### src/rtl/bus_responder_pkg.sv
// Shared types and constants for the memory-side bus responder.
package bus_pkg;

  typedef enum logic [1:0] {
    RSP_IDLE,
    RSP_ACCESS,
    RSP_WAIT,
    RSP_DONE
  } rsp_state_t;

  typedef enum logic {
    OP_READ,
    OP_WRITE
  } bus_op_t;

  localparam logic [31:0] BUS_ERR_RDATA = 32'h0;

endpackage

### src/rtl/bus_responder_if.sv
// Requester-side bus between the CPU memory controller and the responder.
interface bus_responder_if;
  import bus_pkg::*;

  // Handshake: the master holds req_read/req_write (with addr/wdata) as levels and
  // drops them on rsp_valid; the slave samples them only while bus_full is low and
  // signals completion with a one-cycle rsp_valid (rsp_err alongside on a bad address).
  logic        req_read;
  logic        req_write;
  logic [31:0] req_addr;
  logic [31:0] req_wdata;
  logic        bus_full;
  logic [31:0] rsp_rdata;
  logic        rsp_valid;
  logic        rsp_err;

  modport master (
    output req_read, req_write, req_addr, req_wdata,
    input  bus_full, rsp_rdata, rsp_valid, rsp_err
  );

  modport slave (
    input  req_read, req_write, req_addr, req_wdata,
    output bus_full, rsp_rdata, rsp_valid, rsp_err
  );

endinterface

### src/rtl/bus_responder_latency_counter.sv
// Loadable down-counter that times the SRAM wait window.
module latency_counter #(
  parameter int W = 2
) (
  input  logic         clk,
  input  logic         rst,
  input  logic         load,
  input  logic [W-1:0] load_val,
  input  logic         dec,
  output logic         zero
);

  logic [W-1:0] cnt_q, cnt_d;

  always_comb begin
    cnt_d = cnt_q;
    if (load)                    cnt_d = load_val;
    else if (dec && cnt_q != '0) cnt_d = cnt_q - 1'b1;
  end

  always_ff @(posedge clk or posedge rst) begin
    if (rst) cnt_q <= '0;
    else     cnt_q <= cnt_d;
  end

  assign zero = (cnt_q == '0);

endmodule

### src/rtl/bus_responder.sv
// Memory-side end of the CPU bus: latches one request, strobes a fixed-latency
// word SRAM, and returns a single-cycle completion with optional read data.
module bus_responder
  import bus_pkg::*;
#(
  parameter int          WAIT_CYCLES = 2,
  parameter logic [31:0] MEM_BASE    = 32'h0000_0000,
  parameter int          MEM_WORDS   = 1024
) (
  input  logic                         clk,
  input  logic                         rst,
  bus_responder_if.slave               bus,
  output logic [$clog2(MEM_WORDS)-1:0] mem_addr,
  output logic [31:0]                  mem_wdata,
  output logic                         mem_re,
  output logic                         mem_we,
  input  logic [31:0]                  mem_rdata,
  output rsp_state_t                   dbg_state
);

  localparam int          AW        = $clog2(MEM_WORDS);
  localparam int          CW        = (WAIT_CYCLES > 0) ? $clog2(WAIT_CYCLES + 1) : 1;
  localparam logic [32:0] SPAN      = 33'(MEM_WORDS) << 2;
  localparam logic [CW-1:0] WAIT_LOAD = CW'((WAIT_CYCLES > 0) ? WAIT_CYCLES - 1 : 0);

  rsp_state_t  state_q, state_d;
  bus_op_t     op_q, op_d;
  logic [31:0] addr_q, addr_d;
  logic [31:0] wdata_q, wdata_d;
  logic [31:0] rdata_q, rdata_d;

  logic        cnt_load, cnt_dec, cnt_zero;
  logic [32:0] offset;
  logic        in_range;

  // 33-bit difference so a window that wraps past the top of memory reads as out of range.
  assign offset   = {1'b0, addr_q} - {1'b0, MEM_BASE};
  assign in_range = !offset[32] && (offset < SPAN) && (addr_q[1:0] == 2'b00);

  latency_counter #(.W(CW)) u_wait_cnt (
    .clk      (clk),
    .rst      (rst),
    .load     (cnt_load),
    .load_val (WAIT_LOAD),
    .dec      (cnt_dec),
    .zero     (cnt_zero)
  );

  always_comb begin
    state_d       = state_q;
    op_d          = op_q;
    addr_d        = addr_q;
    wdata_d       = wdata_q;
    rdata_d       = rdata_q;
    mem_re        = 1'b0;
    mem_we        = 1'b0;
    mem_addr      = '0;
    mem_wdata     = '0;
    bus.rsp_valid = 1'b0;
    bus.rsp_err   = 1'b0;
    cnt_load      = 1'b0;
    cnt_dec       = 1'b0;

    case (state_q)
      RSP_IDLE: begin
        if (bus.req_read || bus.req_write) begin
          op_d    = bus.req_read ? OP_READ : OP_WRITE;
          addr_d  = bus.req_addr;
          wdata_d = bus.req_wdata;
          state_d = RSP_ACCESS;
        end
      end
      RSP_ACCESS: begin
        if (in_range) begin
          mem_re    = (op_q == OP_READ);
          mem_we    = (op_q == OP_WRITE);
          mem_addr  = offset[AW+1:2];
          mem_wdata = wdata_q;
        end
        if (WAIT_CYCLES > 0) begin
          state_d  = RSP_WAIT;
          cnt_load = 1'b1;
        end else begin
          state_d  = RSP_DONE;
        end
      end
      RSP_WAIT: begin
        if (cnt_zero) state_d = RSP_DONE;
        else          cnt_dec = 1'b1;
      end
      RSP_DONE: begin
        bus.rsp_valid = 1'b1;
        bus.rsp_err   = !in_range;
        state_d       = RSP_IDLE;
      end
      default: state_d = RSP_IDLE;
    endcase

    // Read data is captured on the edge that enters DONE, when the SRAM output is valid.
    if (state_q != RSP_DONE && state_d == RSP_DONE && op_q == OP_READ)
      rdata_d = in_range ? mem_rdata : BUS_ERR_RDATA;
  end

  always_ff @(posedge clk or posedge rst) begin
    if (rst) begin
      state_q <= RSP_IDLE;
      op_q    <= OP_READ;
      addr_q  <= '0;
      wdata_q <= '0;
      rdata_q <= '0;
    end else begin
      state_q <= state_d;
      op_q    <= op_d;
      addr_q  <= addr_d;
      wdata_q <= wdata_d;
      rdata_q <= rdata_d;
    end
  end

  assign bus.bus_full  = (state_q != RSP_IDLE);
  assign bus.rsp_rdata = rdata_q;
  assign dbg_state     = state_q;

endmodule

### src/flat_wrapper.sv
// flat-port wrapper written by rule: the top's interface ports become plain ports
module bus_responder_flat import bus_pkg::*;
#(
  parameter int          WAIT_CYCLES = 2,
  parameter logic [31:0] MEM_BASE    = 32'h0000_0000,
  parameter int          MEM_WORDS   = 1024
)
  (clk, rst, mem_addr, mem_wdata, mem_re, mem_we, mem_rdata, dbg_state, bus_req_read, bus_req_write, bus_req_addr, bus_req_wdata, bus_bus_full, bus_rsp_rdata, bus_rsp_valid, bus_rsp_err);
  bus_responder_if bus_i ();
  input  logic clk;
  input  logic rst;
  output logic [$clog2(MEM_WORDS)-1:0] mem_addr;
  output logic [31:0] mem_wdata;
  output logic mem_re;
  output logic mem_we;
  input  logic [31:0] mem_rdata;
  output rsp_state_t dbg_state;
  input wire logic [$bits(bus_i.req_read)-1:0] bus_req_read;
  input wire logic [$bits(bus_i.req_write)-1:0] bus_req_write;
  input wire logic [$bits(bus_i.req_addr)-1:0] bus_req_addr;
  input wire logic [$bits(bus_i.req_wdata)-1:0] bus_req_wdata;
  output wire logic [$bits(bus_i.bus_full)-1:0] bus_bus_full;
  output wire logic [$bits(bus_i.rsp_rdata)-1:0] bus_rsp_rdata;
  output wire logic [$bits(bus_i.rsp_valid)-1:0] bus_rsp_valid;
  output wire logic [$bits(bus_i.rsp_err)-1:0] bus_rsp_err;
  assign bus_i.req_read = bus_req_read;
  assign bus_i.req_write = bus_req_write;
  assign bus_i.req_addr = bus_req_addr;
  assign bus_i.req_wdata = bus_req_wdata;
  assign bus_bus_full = bus_i.bus_full;
  assign bus_rsp_rdata = bus_i.rsp_rdata;
  assign bus_rsp_valid = bus_i.rsp_valid;
  assign bus_rsp_err = bus_i.rsp_err;
  bus_responder #(.WAIT_CYCLES(WAIT_CYCLES), .MEM_BASE(MEM_BASE), .MEM_WORDS(MEM_WORDS)) u_core (.clk(clk), .rst(rst), .bus(bus_i), .mem_addr(mem_addr), .mem_wdata(mem_wdata), .mem_re(mem_re), .mem_we(mem_we), .mem_rdata(mem_rdata), .dbg_state(dbg_state));
endmodule
### config.mk
export PLATFORM = sky130hd
export DESIGN_NAME = bus_responder_flat
export DESIGN_NICKNAME = d
export VERILOG_FILES = /design/src/rtl/bus_responder_pkg.sv /design/src/rtl/bus_responder_if.sv /design/src/rtl/bus_responder_latency_counter.sv /design/src/rtl/bus_responder.sv /design/src/flat_wrapper.sv
export SDC_FILE = /design/constraint.sdc
export NUM_CORES = 1
export LEC_CHECK = 0
export BUFFER_PORTS_ARGS = -buffer_cell sky130_fd_sc_hd__buf_2
export CAP_MARGIN = 20
export CORE_UTILIZATION = 44
export DETAILED_ROUTE_END_ITERATION = 7
export PLACE_DENSITY = 0.74
export SETUP_SLACK_MARGIN = 0.1
export SYNTH_ARGS = -nofsm -noshare
export SYNTH_HDL_FRONTEND = slang
export SYNTH_SLANG_ARGS = --single-unit
### constraint.sdc
create_clock -name clk -period 3.4 [get_ports clk]
set_clock_uncertainty 0.15 [all_clocks]
set_input_delay 0.68 -clock clk [delete_from_list [all_inputs] [get_ports clk]]
set_output_delay 0.68 -clock clk [all_outputs]
set_load 0.005 [all_outputs]
==> flow_summary.toml, run 1 <==
[sta]
post-route-min-period_ps = 2860
hold_viol_final = 0
final.setup.tns_ps = 0
finalCritPeriodShare_pct = 84.1
rsz0062_at_grt = "false"
fmax_mhz = 350
drv_slew = 0
setup_slack_ps = 540
slew_headroom_pct = 47.0
tightest_slew_ps = 793
finalSetupViolCount = 0

[synthesis]
syn-num-nets = 442
synth_area_leader_cell = "dfrtp_1"
avgSynthCellArea_um2 = 13.1
synth_area_leaders = "dfrtp_1 57%, mux2_2 16%, a31o_1 6.4%"
yosys.area.top_type_share_pct = 57.3
async_reset_ff_share_pct = 100
seq_area_frac_synth_pct = 57.3
yosysWarnings = 0
ys_seq_elements = 101
ys.flop_type = "dfrtp_1"
syn_area_um2 = 4410
synth-edff-count = 0
ys_types = 27
syn_inst = 336

[route]
routed_wl_um = 9760
met2_length_um = 4630
antenna_left = 0
wl_met3_um = 804
top_layer = "met4"
first_pass_iters = 4
viasPerCell = 4.97
vias = 3212
drt_iter0_drc = 79
wire_per_inst_um = 15.1
drc = 0
met1_length_um = 4240

[layout]
final_nets = 614
final_common_cell = "buf_2"
area_growth_pct = 28.0
mostFrequentLayoutCells = "180 x buf_2, 101 x dfrtp_1, 64 x mux2_2"
n_antenna_cell = 0
finalNonFillerCells = 646
fill_cells = 860
drive_above_1_share_pct = 53.2

[floorplan]
initial_core_util_pct = 45.4
dieArea_um2 = 10400
ioPinCount = 181
die_h_um = 102
core_area_um2 = 9730
num_rows = 36
die_x_um = 102

[grt]
antenna_found_initial = 0
overflow = 0
grt_pass1_vias = 3303
grt.total_usage_pct = 19.1
grt_pass1_wl_um = 15400
grt_start_max_net_pins = 67

[worst_setup_path]
end_kind = "output pin"
crit_type = "reg -> out"
crit_path_start_kind = "register"
path_max_fanout = 20
r2r_slack_ps = 1050
cp.arrival_ps = 2030
cp.required_ps = 2570

[status]
status = "finished clean"

[pwr]
p_leak_nw = 3.07
vdd_drop_max_mv = 0.370
power_density_nw_per_um2 = 671

[placed_design]
port_buffers = 180
placed_cells = 630
hpwl_um = 6860
dp_slack_ps = 876
routabilityCongestion = 0.769

[clock_network]
post_cts_buffers = 0
clkTransAtPathRegs_ps = 100
cts-root-buf = "clkbuf_8"
cts_buffers = 9
cts_buffer_depth = 2
cts_resized = 0
htree_levels = 3
clkLatencyLatePin_ps = 350
cts_hold_buffers = 0
cts_tree = "done"
clock-sinks = 101

[job]
maxCapViolCount = 0

[worst_hold_path]
hold_class = "in -> async"
[power breakdown]
| part | total [mW] | internal [mW] | switching (mW) |
|---|---|---|---|
| combinational | 1.18 | 0.638 | 0.545 |
| clock | 0.767 | 0.363 | 0.404 |
| sequential | 1.84 | 1.63 | 0.212 |
| total | 3.79 | 2.63 | 1.16 |
[final cells by class]
type | instances | area (um^2) | area share, %
Clock inverter | 5 | 60.1 | 1.06
Tap cell | 133 | 166 | 2.95
Sequential cell | 101 | 2530 | 44.7
Inverter | 6 | 26.3 | 0.465
Multi-Input combinational cell | 202 | 1730 | 30.6
Clock buffer | 11 | 141 | 2.50
Timing Repair Buffer | 188 | 998 | 17.7
[state kept, by name (all words and copies together), names as in the netlist]
| register | count |
|---|---|
| u_core.op_q | 1 |
| u_core.u_wait_cnt.cnt_q | 2 |
| u_core.addr_q | 32 |
| u_core.bus.rsp_rdata | 32 |
| u_core.dbg_state | 2 |
| u_core.wdata_q | 32 |
[metal layers]
metal  GRT usage [%]  up-vias
met5               0        -
met4            6.92        0
met3            6.16        7
met2            31.6      118
met1            23.5     1554
li1                -     1533
[per-stage QoR]
stage | area (um^2) | hold WS, ps | utilization (%) | total power [mW]
after floorplan | 4420 | 321 | - | 2.78
after global placement | 5450 | 329 | 56.0 | 3.00
after detailed placement | 5450 | 334 | 56.0 | 3.06
after CTS | 5650 | 306 | 58.1 | 3.84
after global routing | 5650 | 333 | 58.1 | 4.05
final | 5650 | 300 | 58.1 | 3.79
[cells in the mapped netlist, drive strengths merged, types with 2 or more instances]
master	number
dfrtp	101
mux2	64
clkbuf	14
and3	43
a31o	32
nor2	3
buf	13
nor4	5
inv	6
ha	6
nor2b	2
and2	33
nand2	2
o21a	2
o21ai	2
[critical path, cell delays in order (launching register included)]
cell	delay, ps
dfrtp_1	390
nor4_1	300
nand4_1	230
nor2_4	190
buf_4	250
and3_1	200
buf_2	110
[path summary, 6_finish.rpt]
kind / startpoint / to / cells after the start
max: u_core.addr_q[28]$_DFFE_PP0P_ / mem_wdata[22] / 6
min: rst / u_core.bus.rsp_rdata[30]$_DFFE_PP0P_ / 2
max reg2reg: u_core.dbg_state[0]$_DFF_PP0_ / u_core.bus.rsp_rdata[31]$_DFFE_PP0P_ / 7
min reg2reg: u_core.wdata_q[9]$_DFFE_PP0P_ / u_core.wdata_q[9]$_DFFE_PP0P_ / 1
max in group asynchronous: rst / u_core.addr_q[2]$_DFFE_PP0P_ / 3
min in group clk: u_core.wdata_q[9]$_DFFE_PP0P_ / u_core.wdata_q[9]$_DFFE_PP0P_ / 1
[cells by family (layout without fill, tap and decap cells)]
| group | Yosys count | in the layout | share of synthesized area (%) |
|---|---|---|---|
| fa+ha+maj | 6 | 6 | 1.70 |
| mux | 64 | 64 | 16.3 |
| flops | 101 | 101 | 57.3 |
| xor+xnor | 1 | 1 | 0.199 |
| simple gates | 93 | 93 | 13.2 |
| compound gates | 38 | 38 | 7.29 |
| buf+inv | 33 | 210 | 4.00 |
(Power assumes the default switching activity.)
==> inputs of run 2 (changes only) <==
CORE_UTILIZATION = 48   (was 44)
PLACE_DENSITY = 0.77   (was 0.74)
clock period = 2.7 ns   (was 3.4 ns; I/O delays follow)
==> flow_summary.toml, run 2 (synthesis gave the netlist of run 1 again) <==
[worst_setup_path]
path_buf_inv = 2
cp.arrival_ps = 2000
crit_family = "simple AND/OR/NAND/NOR gates"
cp.required_ps = 2010
crit_type = "reg -> out"
crit_path_start_kind = "register"
cp_slowest_cell = "dfrtp_1"
cp_cell_sequence = "nor4_2 -> nand4_1 -> nor2_4 -> buf_12 -> and3_1 -> buf_2"
crit_path_max_incr_delay_ps = 410
path_max_fanout = 37
end_kind = "output pin"

[pwr]
clkPwrFrac_pct = 19.0
power_mw = 4.79
p_switching_mw = 1.48
power_density_nw_per_um2 = 842
p_leak_nw = 3.09
p_comb_share_pct = 32.0
p_int_mw = 3.31
pwr-share-seq_pct = 48.9
switching_share_pct = 30.9
vdd_drop_max_mv = 0.433

[worst_hold_path]
hold_class = "in -> async"

[route]
drt_iter0_drc = 98
wl_met3_um = 758
routed_wl_um = 9950
viasPerCell = 5.18
antenna_left = 0
met2_length_um = 4710
met1_length_um = 4380
vias = 3226
top_layer = "met4"
drc = 15
first_pass_iters = 7
wire_per_inst_um = 16.0

[grt]
antenna_found_initial = 0
overflow = 0
grt.total_usage_pct = 21.4
grt_pass1_vias = 3417
grt_pass1_wl_um = 16300
grt_start_max_net_pins = 102

[layout]
area_growth_pct = 28.9
finalNonFillerCells = 623
n_antenna_cell = 0
final_common_cell = "buf_2"
mostFrequentLayoutCells = "180 x buf_2, 101 x dfrtp_1, 64 x mux2_2"
final_nets = 617
drive_above_1_share_pct = 53.8

[clock_network]
cts_tree = "done"
clkLatencyLatePin_ps = 350
cts_buffer_depth = 2
clock-sinks = 101
cts_hold_buffers = 0
htree_levels = 3
cts-root-buf = "clkbuf_8"
cts_buffers = 9
clkTransAtPathRegs_ps = 90

[floorplan]
dieArea_um2 = 9580
die_x_um = 97.9
die_h_um = 97.9
core_area_um2 = 8810
num_rows = 34
ioPinCount = 181
initial_core_util_pct = 50.1

[sta]
slew_headroom_pct = 45.6
hold_viol_final = 0
fin_hold_ws_ps = 179
setup_slack_ps = 13.1
tightest_slew_ps = 812
finalCritPeriodShare_pct = 99.5
finalSetupViolCount = 0
fmax_mhz = 372
rsz0062_at_grt = "true"
drv_slew = 0
post-route-min-period_ps = 2690

[placed_design]
dp_slack_ps = 326
placed_cells = 604
hpwl_um = 6860
port_buffers = 180
routabilityCongestion = 0.759

[status]
violations = "DRC"
status = "finished with violations"

[job]
maxCapViolCount = 0
==> run 2: cell count changes in the layout (fill, tap and decap cells not counted), moves of 2 or more <==
cell and change:
nor4_1 -2, clkinv_4 -2, buf_12 +2, nor4_2 +2
==> run 2: through the flow <==
step                setup TNS, ps  util [%]  cell area (um^2)
finish                          0      64.6              5690
global route                -2270      64.6              5690
CTS                             0      64.4              5670
detailed placement              0      61.7              5430
global placement                0      61.7              5430
floorplan                       0         -              4420
==> run 2: area by class of cell <==
type | count | area, um^2
fill | 708 | 3120
sequential | 101 | 2530
multi-input combinational | 202 | 1750
timing repair buffer | 191 | 1070
tap | 108 | 135
clock buffer | 11 | 131
clock inverter | 4 | 50.0
inverter | 6 | 26.3
==> run 2: worst paths after layout <==
path / startpoint / slack, ps / to / cells after the start
setup / recovery: u_core.addr_q[27]$_DFFE_PP0P_ / 10 / mem_wdata[16] / 6
hold reg to reg: u_core.wdata_q[9]$_DFFE_PP0P_ / 350 / u_core.wdata_q[9]$_DFFE_PP0P_ / 1
max in group asynchronous: rst / 1820 / u_core.bus.rsp_rdata[19]$_DFFE_PP0P_ / 3
min in group clk: mem_rdata[18] / 260 / u_core.bus.rsp_rdata[18]$_DFFE_PP0P_ / 2
setup reg to reg: u_core.dbg_state[0]$_DFF_PP0_ / 510 / u_core.bus.rsp_rdata[25]$_DFFE_PP0P_ / 7
hold / removal: rst / 180 / u_core.bus.rsp_rdata[1]$_DFFE_PP0P_ / 3
==> run 2: power by group through the flow <==
stage / Sequential (mW) / Clock (mW) / Combinational [mW]
2_1_floorplan: 2.25 / 0 / 1.25
3_3_place_gp: 2.33 / 0 / 1.49
3_5_place_dp: 2.36 / 0 / 1.55
4_1_cts: 2.34 / 0.939 / 1.56
5_1_grt: 2.41 / 0.997 / 1.69
6_report: 2.34 / 0.912 / 1.53
==> run 2: worst min-delay path: stages <==
cell and delay [ps]:
buf_2 110, clkinvlp_4 70, buf_12 420
==> run 2: metal layers <==
| metal | GRT usage [%] | vias up |
|---|---|---|
| li1 | - | 1532 |
| met1 | 26.7 | 1559 |
| met2 | 36.2 | 125 |
| met3 | 6.37 | 10 |
| met4 | 6.18 | 0 |
| met5 | 0 | - |
==> run 2: repair_timing <==
item / CTS / global route
setup buffers: 2 / 1
pin swaps: 2 / 0
cloned: 1 / 0
endpoints found under the setup margin: 44 / 45
gates resized for setup: 2 / 1
==> inputs of run 3 (changes only) <==
REMOVE_ABC_BUFFERS = 1   (was default)
==> flow_summary.toml, run 3 (synthesis gave the netlist of run 1 again) <==
[layout]
final_common_cell = "buf_2"
n_antenna_cell = 0
area_growth_pct = 29.9
mostFrequentLayoutCells = "180 x buf_2, 101 x dfrtp_1, 64 x mux2_2"
drive_above_1_share_pct = 54.9
final_nets = 622

[worst_setup_path]
end_kind = "output pin"
cp_cell_sequence = "nor4_2 -> nand4_1 -> nor2_4 -> buf_4 -> clkbuf_16 -> and3_1 -> buf_2"
cp.arrival_ps = 2030
crit_path_max_incr_delay_ps = 400
cp_slowest_cell = "dfrtp_1"
crit_family = "simple AND/OR/NAND/NOR gates"
cp.required_ps = 2010
crit_type = "reg -> out"
crit_path_start_kind = "register"
path_max_fanout = 11
path_buf_inv = 3

[sta]
drv_slew = 0
finalSetupViolCount = 14
finalCritPeriodShare_pct = 101
post-route-min-period_ps = 2720
final.setup.tns_ps = -125
fmax_mhz = 367
hold_viol_final = 0
tightest_slew_ps = 917
rsz0062_at_grt = "true"
setup_slack_ps = -22.2
slew_headroom_pct = 38.7

[clock_network]
clkTransAtPathRegs_ps = 90
htree_levels = 3
clkLatencyLatePin_ps = 360
cts_buffers = 9
cts_hold_buffers = 0
cts_tree = "done"
cts_buffer_depth = 2
cts-root-buf = "clkbuf_8"
clock-sinks = 101

[route]
routed_wl_um = 10400
drc = 15
wire_per_inst_um = 16.5
first_pass_iters = 6
vias = 3278
viasPerCell = 5.21
antenna_left = 0
drt_iter0_drc = 70

[floorplan]
ioPinCount = 181
initial_core_util_pct = 50.1
num_rows = 34
dieArea_um2 = 9580
die_h_um = 97.9
core_area_um2 = 8810
die_x_um = 97.9

[pwr]
power_mw = 4.86
vdd_drop_max_mv = 0.462
power_density_nw_per_um2 = 847
p_leak_nw = 3.12

[grt]
grt_most_used_layer = "met2"
met2_usage_pct = 36.0
use_met1_pct = 27.2
grt_pass1_wl_um = 16600
grt_start_max_net_pins = 53
grt_use_met3_pct = 6.94
grt.total_usage_pct = 21.7
grt_pass1_vias = 3451
overflow = 0
antenna_found_initial = 0

[placed_design]
routabilityCongestion = 0.767
hpwl_um = 7190
dp_slack_ps = 352
port_buffers = 180

[status]
violations = "DRC, setup timing"
status = "finished with violations"

[job]
maxCapViolCount = 0

[worst_hold_path]
hold_class = "in -> async"
## run 3: cell count changes in the layout (fill, tap and decap cells not counted), moves of 2 or more
cell | previous run | this run
buf_4 | 5 | 9
buf_6 | 0 | 2
nor4_1 | 3 | 1
nor4_2 | 2 | 4
## run 3: final timing paths
kind | start | to | slack (ps) | depth (start not counted)
worst max-delay path | u_core.addr_q[15]$_DFFE_PP0P_ | mem_addr[3] | -20 | 7
max in group asynchronous | rst | u_core.wdata_q[19]$_DFFE_PP0P_ | 1760 | 3
worst min register to register | u_core.wdata_q[2]$_DFFE_PP0P_ | u_core.wdata_q[2]$_DFFE_PP0P_ | 350 | 1
worst min-delay path | rst | u_core.bus.rsp_rdata[10]$_DFFE_PP0P_ | 20 | 2
worst max register to register | u_core.dbg_state[0]$_DFF_PP0_ | u_core.bus.rsp_rdata[9]$_DFFE_PP0P_ | 490 | 6
min in group clk | mem_rdata[13] | u_core.bus.rsp_rdata[13]$_DFFE_PP0P_ | 250 | 2
## run 3: power by group
group | switching (mW) | internal, mW
clock network | 0.514 | 0.428
logic | 0.712 | 0.846
registers | 0.306 | 2.05
total | 1.53 | 3.32
## run 3: through the flow
step	instance area [um^2]	utilization (%)	hold WS (ps)	std cells
after floorplan	4260	-	321	309
after global placement	5440	61.8	329	607
after detailed placement	5440	61.8	335	607
after CTS	5660	64.2	13.1	624
after global routing	5730	65.1	36.0	629
final	5730	65.1	21.8	629
## run 3: metal layers
layer  wire [um]  part of all wire [%]
met1        4410                    43
met5           0                     0
met2        4960                    48
met3         892                   8.6
met4         106                   1.0
## run 3: repair_timing
| action | 4_1_cts | 5_1_grt |
|---|---|---|
| cloned | 0 | 2 |
| setup endpoints to repair | 44 | 45 |
| pin swaps | 1 | 2 |
| resized for setup | 3 | 3 |
| setup buffers | 1 | 3 |
## run 3: layout make-up
| type | count | area (um^2) |
|---|---|---|
| Fill cell | 704 | 3070 |
| Sequential cell | 101 | 2530 |
| Multi-Input combinational cell | 202 | 1760 |
| Timing Repair Buffer | 196 | 1100 |
| Tap cell | 108 | 135 |
| Clock buffer | 10 | 128 |
| Clock inverter | 6 | 63.8 |
| Inverter | 6 | 25.0 |
